===== src/rtl/uart_pkg.sv =====
// uart_pkg: shared constants for the buffered UART bridge (TX drain FSM encoding,
// byte width and the FIFO level-width helper).
package uart_pkg;

   localparam int unsigned BYTE_W = 8;

   localparam logic [1:0] ST_IDLE = 2'd0;
   localparam logic [1:0] ST_LOAD = 2'd1;
   localparam logic [1:0] ST_BUSY = 2'd2;
   localparam logic [1:0] ST_DONE = 2'd3;

   function automatic int unsigned level_w(input int unsigned depth);
      return $clog2(depth + 1);
   endfunction

endpackage


===== src/rtl/sync_fifo.sv =====
// sync_fifo: single-clock FIFO with wrap-bit pointers and a registered head output
// that is valid in the same cycle the FIFO becomes non-empty.
module sync_fifo
   import uart_pkg::*;
#(
   parameter int unsigned Width = BYTE_W,
   parameter int unsigned Depth = 16
) (
   input  logic                        i_clk,
   input  logic                        i_rst_n,
   input  logic                        i_push,
   input  logic [Width-1:0]            i_wdata,
   input  logic                        i_pop,
   output logic [Width-1:0]            o_rdata,
   output logic                        o_full,
   output logic                        o_empty,
   output logic [level_w(Depth)-1:0]   o_level
);

   localparam int unsigned AW = $clog2(Depth);
   localparam logic [AW:0] PTR_INC = {{AW{1'b0}}, 1'b1};

   logic [Width-1:0] r_mem [Depth];
   logic [AW:0]      r_wr_ptr;
   logic [AW:0]      r_rd_ptr;
   logic [Width-1:0] r_rdata;
   logic             w_push;
   logic             w_pop;
   logic [AW-1:0]    w_wr_idx;
   logic [AW-1:0]    w_rd_next;

   assign o_empty   = (r_wr_ptr == r_rd_ptr);
   assign o_full    = (r_wr_ptr[AW] != r_rd_ptr[AW]) && (r_wr_ptr[AW-1:0] == r_rd_ptr[AW-1:0]);
   assign w_pop     = i_pop && !o_empty;
   assign w_push    = i_push && (!o_full || w_pop);
   assign w_wr_idx  = r_wr_ptr[AW-1:0];
   assign w_rd_next = r_rd_ptr[AW-1:0] + AW'(w_pop);
   assign o_level   = r_wr_ptr - r_rd_ptr;
   assign o_rdata   = r_rdata;

   always_ff @(posedge i_clk or negedge i_rst_n) begin
      if (!i_rst_n) begin
         r_wr_ptr <= '0;
         r_rd_ptr <= '0;
         r_rdata  <= '0;
      end else begin
         if (w_push) r_wr_ptr <= r_wr_ptr + PTR_INC;
         if (w_pop)  r_rd_ptr <= r_rd_ptr + PTR_INC;
         // head register tracks the next read slot; bypass when that slot is written now
         r_rdata <= (w_push && (w_wr_idx == w_rd_next)) ? i_wdata : r_mem[w_rd_next];
      end
   end

   always_ff @(posedge i_clk) begin
      if (w_push) r_mem[w_wr_idx] <= i_wdata;
   end

endmodule


===== src/rtl/uart_core.sv =====
// uart_core: 8N1 UART transmitter/receiver; DIN accepted when OE=1 and RDY=1,
// INT pulses for one cycle with DOUT when a frame with a valid stop bit arrives.
module uart_core #(
   parameter int unsigned Bauds = 9_600,
   parameter int unsigned Fclk  = 50_000_000
) (
   input  logic       CLK,
   input  logic       RST,
   input  logic       OE,
   input  logic [7:0] DIN,
   output logic       RDY,
   output logic [7:0] DOUT,
   output logic       INT,
   output logic       TXD,
   input  logic       RXD
);

   localparam int unsigned DIV = Fclk / Bauds;
   localparam int unsigned CW  = $clog2(DIV + 1);
   localparam logic [CW-1:0] BIT_END  = CW'(DIV - 1);
   localparam logic [CW-1:0] HALF_END = CW'(DIV / 2 - 1);

   logic [9:0]    r_tx_sh;
   logic [3:0]    r_tx_bits;
   logic [CW-1:0] r_tx_cnt;
   logic          r_tx_busy;

   logic [1:0]    r_sync;
   logic          r_rx_act;
   logic [CW-1:0] r_rx_cnt;
   logic [3:0]    r_rx_bits;
   logic [7:0]    r_rx_sh;
   logic          r_int;
   logic [7:0]    r_dout;
   logic [CW-1:0] w_rx_target;

   assign RDY  = !r_tx_busy;
   assign TXD  = r_tx_sh[0];
   assign INT  = r_int;
   assign DOUT = r_dout;

   always_ff @(posedge CLK or posedge RST) begin
      if (RST) begin
         r_tx_sh   <= '1;
         r_tx_bits <= '0;
         r_tx_cnt  <= '0;
         r_tx_busy <= 1'b0;
      end else if (!r_tx_busy) begin
         if (OE) begin
            r_tx_sh   <= {1'b1, DIN, 1'b0};
            r_tx_bits <= 4'd10;
            r_tx_cnt  <= '0;
            r_tx_busy <= 1'b1;
         end
      end else if (r_tx_cnt == BIT_END) begin
         r_tx_cnt  <= '0;
         r_tx_sh   <= {1'b1, r_tx_sh[9:1]};
         r_tx_bits <= r_tx_bits - 4'd1;
         if (r_tx_bits == 4'd1) r_tx_busy <= 1'b0;
      end else begin
         r_tx_cnt <= r_tx_cnt + CW'(1);
      end
   end

   // first wait lands mid start bit, later waits are whole bit periods
   assign w_rx_target = (r_rx_bits == 4'd0) ? HALF_END : BIT_END;

   always_ff @(posedge CLK or posedge RST) begin
      if (RST) begin
         r_sync    <= '1;
         r_rx_act  <= 1'b0;
         r_rx_cnt  <= '0;
         r_rx_bits <= '0;
         r_rx_sh   <= '0;
         r_int     <= 1'b0;
         r_dout    <= '0;
      end else begin
         r_sync <= {r_sync[0], RXD};
         r_int  <= 1'b0;
         if (!r_rx_act) begin
            if (!r_sync[1]) begin
               r_rx_act  <= 1'b1;
               r_rx_cnt  <= '0;
               r_rx_bits <= '0;
            end
         end else if (r_rx_cnt != w_rx_target) begin
            r_rx_cnt <= r_rx_cnt + CW'(1);
         end else begin
            r_rx_cnt <= '0;
            if (r_rx_bits == 4'd0) begin
               if (r_sync[1]) r_rx_act <= 1'b0;
               else           r_rx_bits <= 4'd1;
            end else if (r_rx_bits == 4'd9) begin
               r_rx_act <= 1'b0;
               if (r_sync[1]) begin
                  r_int  <= 1'b1;
                  r_dout <= r_rx_sh;
               end
            end else begin
               r_rx_sh   <= {r_sync[1], r_rx_sh[7:1]};
               r_rx_bits <= r_rx_bits + 4'd1;
            end
         end
      end
   end

endmodule


===== src/rtl/uart_stream_bridge.sv =====
// uart_stream_bridge: UART core with TX/RX FIFOs exposed as valid/ready byte streams.
// Define UART_ECHO_EN to loop every accepted RX byte back into the TX FIFO.
`ifndef FCLK
`define FCLK 50_000_000
`endif

module uart_stream_bridge
   import uart_pkg::*;
#(
   parameter int unsigned Bauds   = 9_600,
   parameter int unsigned Fclk    = `FCLK,
   parameter int unsigned TxDepth = 16,
   parameter int unsigned RxDepth = 16
) (
   input  logic                          CLK,
   input  logic                          RSTN,
   input  logic [BYTE_W-1:0]             TX_DATA,
   input  logic                          TX_VALID,
   output logic                          TX_READY,
   output logic [BYTE_W-1:0]             RX_DATA,
   output logic                          RX_VALID,
   input  logic                          RX_READY,
   output logic [level_w(TxDepth)-1:0]   TX_LEVEL,
   output logic [level_w(RxDepth)-1:0]   RX_LEVEL,
   output logic                          RX_OVF,
   input  logic                          OVF_CLR,
   output logic                          IRQ,
   output logic                          TXD,
   input  logic                          RXD
);

   logic [1:0]        r_state;
   logic              r_ovf;
   logic              w_core_rst;
   logic              w_oe;
   logic              w_rdy;
   logic              w_int;
   logic [BYTE_W-1:0] w_dout;
   logic [BYTE_W-1:0] w_tx_head;
   logic [BYTE_W-1:0] w_tx_wdata;
   logic              w_tx_push;
   logic              w_tx_full;
   logic              w_tx_empty;
   logic              w_rx_full;
   logic              w_rx_empty;
   logic              w_rx_pop;
   logic              w_ovf_set;

   assign w_core_rst = !RSTN;
   assign w_oe       = (r_state == ST_LOAD);
   assign RX_VALID   = !w_rx_empty;
   assign w_rx_pop   = RX_VALID && RX_READY;
   assign w_ovf_set  = w_int && w_rx_full && !w_rx_pop;
   assign RX_OVF     = r_ovf;
   assign IRQ        = RX_VALID || r_ovf;

`ifdef UART_ECHO_EN
   logic w_echo;
   assign w_echo     = w_int && (!w_rx_full || w_rx_pop);
   assign TX_READY   = !w_tx_full && !w_echo;
   assign w_tx_push  = w_echo || (TX_VALID && TX_READY);
   assign w_tx_wdata = w_echo ? w_dout : TX_DATA;
`else
   assign TX_READY   = !w_tx_full;
   assign w_tx_push  = TX_VALID && TX_READY;
   assign w_tx_wdata = TX_DATA;
`endif

   always_ff @(posedge CLK or negedge RSTN) begin
      if (!RSTN) begin
         r_state <= ST_IDLE;
      end else begin
         case (r_state)
            ST_IDLE: if (!w_tx_empty && w_rdy) r_state <= ST_LOAD;
            ST_LOAD: r_state <= ST_BUSY;
            ST_BUSY: if (!w_rdy) r_state <= ST_DONE;
            ST_DONE: if (w_rdy) r_state <= ST_IDLE;
            default: r_state <= ST_IDLE;
         endcase
      end
   end

   always_ff @(posedge CLK or negedge RSTN) begin
      if (!RSTN)          r_ovf <= 1'b0;
      else if (w_ovf_set) r_ovf <= 1'b1;
      else if (OVF_CLR)   r_ovf <= 1'b0;
   end

   sync_fifo #(.Width(BYTE_W), .Depth(TxDepth)) u_tx_fifo (
      .i_clk   (CLK),
      .i_rst_n (RSTN),
      .i_push  (w_tx_push),
      .i_wdata (w_tx_wdata),
      .i_pop   (w_oe),
      .o_rdata (w_tx_head),
      .o_full  (w_tx_full),
      .o_empty (w_tx_empty),
      .o_level (TX_LEVEL)
   );

   sync_fifo #(.Width(BYTE_W), .Depth(RxDepth)) u_rx_fifo (
      .i_clk   (CLK),
      .i_rst_n (RSTN),
      .i_push  (w_int),
      .i_wdata (w_dout),
      .i_pop   (w_rx_pop),
      .o_rdata (RX_DATA),
      .o_full  (w_rx_full),
      .o_empty (w_rx_empty),
      .o_level (RX_LEVEL)
   );

   uart_core #(.Bauds(Bauds), .Fclk(Fclk)) u_core (
      .CLK  (CLK),
      .RST  (w_core_rst),
      .OE   (w_oe),
      .DIN  (w_tx_head),
      .RDY  (w_rdy),
      .DOUT (w_dout),
      .INT  (w_int),
      .TXD  (TXD),
      .RXD  (RXD)
   );

endmodule


===== config.mk =====
export PLATFORM = sky130hd
export DESIGN_NAME = uart_stream_bridge
export DESIGN_NICKNAME = d
export VERILOG_FILES = /design/src/rtl/uart_pkg.sv /design/src/rtl/sync_fifo.sv /design/src/rtl/uart_core.sv /design/src/rtl/uart_stream_bridge.sv
export SDC_FILE = /design/constraint.sdc
export NUM_CORES = 1
export LEC_CHECK = 0
export CORE_MARGIN = 2
export CORE_UTILIZATION = 35
export DETAILED_ROUTE_END_ITERATION = 7
export DONT_BUFFER_PORTS = 1
export MAX_ROUTING_LAYER = met4
export PLACE_DENSITY_LB_ADDON = 0.05
export SLEW_MARGIN = 5
export SYNTH_ARGS = -nofsm -noshare
export SYNTH_HDL_FRONTEND = slang
export SYNTH_SLANG_ARGS = --single-unit

===== constraint.sdc =====
create_clock -name CLK -period 10.8 [get_ports CLK]
set_input_delay 1.08 -clock CLK [delete_from_list [all_inputs] [get_ports CLK]]
set_output_delay 1.08 -clock CLK [all_outputs]
set_load 0.03 [all_outputs]

Word level (Yosys, flattened, before mapping)
Memory sizes are Yosys's and may differ from the RTL's. A register that Yosys moved wholly into a read port is not among the register bits.
Cells that the tools add are included.

operators by class
  eq/ne operators = 21
  multiplexer cells = 43
  bitwise operators = 3
  add/sub/neg operators = 12
  reduce and logical (&&, ||, !) cells = 31

operators by type and width
  kind                                            count
  2-to-1 mux 13 bit                               7
  2-to-1 mux 4 bit                                9
  2-to-1 mux 10 bit                               3
  adder 13 x 1 -> 13 bit (second input constant)  2
  adder 5 x 1 -> 5 bit (second input constant)    4
  2-to-1 mux 1 bit                                20
  == test 13 bit (second input constant)          1
  != test 13 bit                                  1
  != test 2 bit (second input constant)           6
  logical AND 1 bit                               11
  == test 5 bit                                   2
  subtractor 5 bit                                2
  adder 4 x 1 -> 4 bit                            2
  == test 4 bit                                   2
  logical NOT 1 bit                               8
  case mux 2 bit (4 select lines)                 1
  AND reduction 4 bit                             2
  2-to-1 mux 2 bit                                3
  AND reduction 5 bit                             1
  adder 4 x 1 -> 4 bit (second input constant)    1
  == test 2 bit (second input constant)           2
  == test 4 x 1 -> 1 bit (second input constant)  1
  == test 4 bit (second input constant)           1
  logical NOT 4 bit                               1
  other kinds (11)                                17

storage, ports and cells
  bits in writable memories = 256
  memories = 2
  output and inout port bits = 23
  logic and storage cells = 129
  bits of input ports = 14
  register bits after elaboration = 88

memory list
  name             depth  bits a word  read ports  clocked after memory_dff  wr ports  line             RTL
  u_rx_fifo.r_mem  16     8            1           1                         1         sync_fifo.sv:23  logic [Width-1:0] r_mem [Depth];
  u_tx_fifo.r_mem  16     8            1           1                         1         sync_fifo.sv:23

Logic depth before layout (Yosys ltp)
  word-level depth = 8
  mapped depth = 15

By module
Synthesis repeated with hierarchy kept, for this count alone.

unflattened totals
  cell total of the unflattened synthesis = 961
  area total of the unflattened synthesis = 15,748.9 sq um

modules (own cells, without submodules)
  module              seq. area each (sq um)  times used  cells an instance  area an instance (sq um)
  sync_fifo           4,294.1                 2           307                6,155.9
  uart_core           1,615.3                 1           318                3,196.8
  uart_stream_bridge  75.1                    1           29                 240.2

Worst setup path before layout
Ideal clock, no wire load.

  kind = reg2reg
  from = register u_tx_fifo.r_rd_ptr[2]
  to = register u_tx_fifo.r_rdata[0] (netlist: u_tx_fifo.o_rdata[0]), read port of u_tx_fifo.r_mem
  stages on the path, launching flop included = 14
  period minus slack after synthesis = 3,720 ps
  setup time = 125 ps
  path buffers = 4
  data arrival time = 3,595 ps
  slack = 7,080 ps
  path through = dfrtp_1 > clkbuf_2 > inv_1 > ha_1 > and4_1 > nor2b_1 > nor2b_1 > clkbuf_1 > ha_1 > clkbuf_1 > buf_2 > mux4_2 > mux4_2 > mux2_2

between the ends
  longest elaborated chain between the ends = 4

RTL lines
  item                    line             RTL
  from (decl)             sync_fifo.sv:25  logic [AW:0] r_rd_ptr;
  from (signal assigned)  sync_fifo.sv:48  if (w_pop) r_rd_ptr <= r_rd_ptr + PTR_INC;
  == test 5 bit           sync_fifo.sv:32  assign o_empty = (r_wr_ptr == r_rd_ptr);
  logical NOT 1 bit       sync_fifo.sv:34  assign w_pop = i_pop && !o_empty;
  logical AND 1 bit       sync_fifo.sv:34
  adder 4 x 1 -> 4 bit *  sync_fifo.sv:37  assign w_rd_next = r_rd_ptr[AW-1:0] + AW'(w_pop);
  to (decl)               sync_fifo.sv:26  logic [Width-1:0] r_rdata;

Every way passes the cells marked *; elsewhere a longest branch is shown, timed or not.
A chain may end at the register's enable or synchronous reset.

Final worst setup path
Ends and elaborated chain as after synthesis.

==> results.json <==
{
  "outcome": "complete, no violations",
  "final_cell_mix": "edfxtp_1, dfrtp_1, mux4_2",
  "finalHoldViolCount": 0,
  "synth-seq-cells": 359,
  "p_leak_uw": 0.00646,
  "finClkSkew_ns": 0.0326,
  "report.final.slew_viol_count": 0,
  "antenna_found_initial": 0,
  "clock_sinks": 359,
  "seqCellArea_sq_um": 10300,
  "finalWorstSetupSlack_ns": 6.63,
  "r2r_start": "u_tx_fifo.r_rd_ptr[2]$_DFFE_PN0N_",
  "setup_viol": 0,
  "path_class": "reg -> reg",
  "cts-root-buf": "clkbuf_16",
  "diodes": 0,
  "via_per_inst": 5.11,
  "grt_max_degree": 104,
  "multiInputGateArea_sq_um": 4660,
  "post_drt_wl_per_cell_um": 21.6,
  "ys_seq_area_frac": 0.676,
  "synthCells": 904,
  "drt_iter0_drc": 593,
  "fin_crit_ns": 4.17,
  "ioPinCount": 37,
  "htreeDepth": 2,
  "muxShareOfSynthArea": 0.148,
  "grt_setup_unrepaired": "false",
  "fp.dieH_um": 212,
  "tightest_slew_ns": 0.998,
  "finalWirelength_um": 33200,
  "grt_overflow_total": 0,
  "rows": 76,
  "yosysTopAreaCellShare": 0.506,
  "grt_pass1_wl_um": 50700,
  "avgSynthCellArea_sq_um": 16.8,
  "synth_warnings": 0,
  "total_power_uw": 4380,
  "area_growth_pct": 13.1,
  "synth_area_sq_um": 15200,
  "syn-num-nets": 953,
  "die_area_sq_um": 45100,
  "clkLatencyLatePin_ns": 0.57,
  "fmaxAchievable_ghz": 0.240,
  "post-place-ws_ns": 6.61,
  "worstHoldPathType": "in -> async",
  "drtAntennaViolNets": 0,
  "route.detailed.drc": 0,
  "vias": 7845,
  "clock_path_buffers": 3,
  "cp-start-kind": "register",
  "slew_headroom": 0.334,
  "start_util": 0.354,
  "cp_max_fo": 33,
  "critical_path_required_ns": 11.25,
  "stdcell_count": 1535,
  "max-vdd-ir-drop_uv": 132,
  "dpl.cell_count": 1457,
  "synth_edf_count": 256,
  "finalSetupTns_ns": 0,
  "post_cts_buffers": 0,
  "synth-adder-area-share": 0.0298,
  "final.fill_count": 3964,
  "mostFrequentLayoutCell": "edfxtp_1",
  "yosys.cell_types.count": 55,
  "gp_congestion": 0.746,
  "synth-xor-area-share": 0.0259,
  "hold_ws_ns": 0.221,
  "fin_crit_sh": 0.386,
  "dp_hpwl_um": 21100,
  "r2r-end": "u_tx_fifo.o_rdata[0]$_DFF_PN0_",
  "synth-compound-area-share": 0.0376,
  "ys_top_cells_by_area": "edfxtp_1, dfrtp_1, mux4_2, ha_1, mux2_2",
  "synth_top_area_cell": "edfxtp_1",
  "cts_tree": "yes",
  "die_x_um": 212,
  "firstDrtPassIters": 5,
  "finish.net_count": 965,
  "synth_flop_cell": "edfxtp_1",
  "synthSimpleGateAreaFrac": 0.0647,
  "coreArea_sq_um": 43000,
  "cellPowerDensity_nw_per_um2": 255,
  "synthArstFlopShare": 0.287,
  "post_cts_resized": 0,
  "maxCapViolations": 0,
  "cp.arrival_ns": 4.62,
  "cts_inserted_buffers": 42,
  "end_kind": "register",
  "grt_usage": 0.157,
  "layout-drive-gt1-share": 0.214,
  "grt_pass1_vias": 8096,
  "io_buffers": 0,
  "hold_buffers": 0,
  "r2r_slack_ns": 6.63,
  "rr_worst_depth": 12,
  "synth_top_family_by_area": "multiplexers",
  "cts.clk_slew.worst_paths_ns": 0.06
}
-- flip-flops by register name (all words and copies together), names as in the netlist, 2 cells and up --
signal / flops
u_rx_fifo.r_mem: 128
u_tx_fifo.r_mem: 128
u_core.r_rx_cnt: 13
u_core.r_tx_cnt: 13
u_core.r_tx_sh: 9
u_core.DOUT: 8
u_core.r_rx_sh: 8
u_rx_fifo.o_rdata: 8
u_tx_fifo.o_rdata: 8
u_rx_fifo.r_rd_ptr: 5
u_rx_fifo.r_wr_ptr: 5
u_tx_fifo.r_rd_ptr: 5
u_tx_fifo.r_wr_ptr: 5
u_core.r_rx_bits: 4
u_core.r_tx_bits: 4
r_state: 2
u_core.r_sync: 2
-- worst max-delay path by stage --
stage,start,endpoint,slack (ns),cells past startpoint
final,u_tx_fifo.r_rd_ptr[2]$_DFFE_PN0N_,u_tx_fifo.o_rdata[0]$_DFF_PN0_,6.63,12
after detailed placement,u_tx_fifo.r_rd_ptr[2]$_DFFE_PN0N_,u_tx_fifo.o_rdata[0]$_DFF_PN0_,6.61,12
after floorplan,u_tx_fifo.r_rd_ptr[2]$_DFFE_PN0N_,u_tx_fifo.o_rdata[0]$_DFF_PN0_,7.08,13
after global routing,u_rx_fifo.r_wr_ptr[2]$_DFFE_PN0P_,u_rx_fifo.o_rdata[5]$_DFF_PN0_,6.32,10
after global placement,u_tx_fifo.r_rd_ptr[2]$_DFFE_PN0N_,u_tx_fifo.o_rdata[0]$_DFF_PN0_,6.74,10
after CTS,u_tx_fifo.r_rd_ptr[2]$_DFFE_PN0N_,u_tx_fifo.o_rdata[1]$_DFF_PN0_,6.60,12
-- critical path: stages (launching register included) --
cell	delay, ns
dfrtp_1	0.54
inv_1	0.09
ha_1	0.37
and4_1	0.25
nor2b_1	0.17
nor2b_1	0.42
ha_2	0.30
ha_1	0.22
buf_4	0.30
xor2_1	0.21
nor3_1	0.31
nand3_1	0.44
mux2_2	0.44
-- final cells by class --
class | instances | share of cell area
Clock buffer | 52 | 0.0645
Clock inverter | 26 | 0.0141
Inverter | 33 | 0.00720
Multi-Input combinational cell | 474 | 0.271
Sequential cell | 359 | 0.598
Tap cell | 585 | 0.0426
Timing Repair Buffer | 6 | 0.00262
-- cell families after synthesis --
logic type | after synthesis
fa+ha+maj | 35
mux | 120
buf+inv | 71
flops | 359
compound gates | 94
simple gates | 186
xor+xnor | 39
-- where the power goes --
group | switching (uW) | leakage, uW | internal [uW] | total [uW]
combinational | 703 | 0.00185 | 573 | 1280
sequential | 99.7 | 0.00395 | 1610 | 1710
clock | 564 | 0.000661 | 826 | 1390
total | 1370 | 0.00646 | 3010 | 4380
-- routing by layer --
metal  share of wire  routed length (um)  global-route usage  vias to the layer above
met5               0                   0                   -                        -
met4           0.020                 670              0.0468                        0
met3           0.040                1330              0.0284                       50
met2            0.51               17000               0.266                      171
met1            0.43               14100               0.192                     4101
li1                -                   -                   -                     3523
-- cells in the mapped netlist, types with 11 or more instances --
master    number
inv_1         33
nor2_1        30
a31oi_1       20
nand4_1       13
and3_1        11
dfrtp_1       92
dfstp_2       11
nand3_1       18
xnor2_1       21
ha_1          33
and2_1        14
nor3_1        11
nand2_1       50
xor2_1        14
o21ai_0       40
mux4_2        80
edfxtp_1     256
mux2_2        33
clkbuf_1      21
-- metrics by stage --
stage                     utilization  instance area, sq um
after floorplan                     -                 15200
after global placement          0.369                 15800
after detailed placement        0.369                 15800
after CTS                       0.400                 17200
after global routing            0.400                 17200
final                           0.400                 17200
Note: power is estimated with default switching activity, not from simulation.
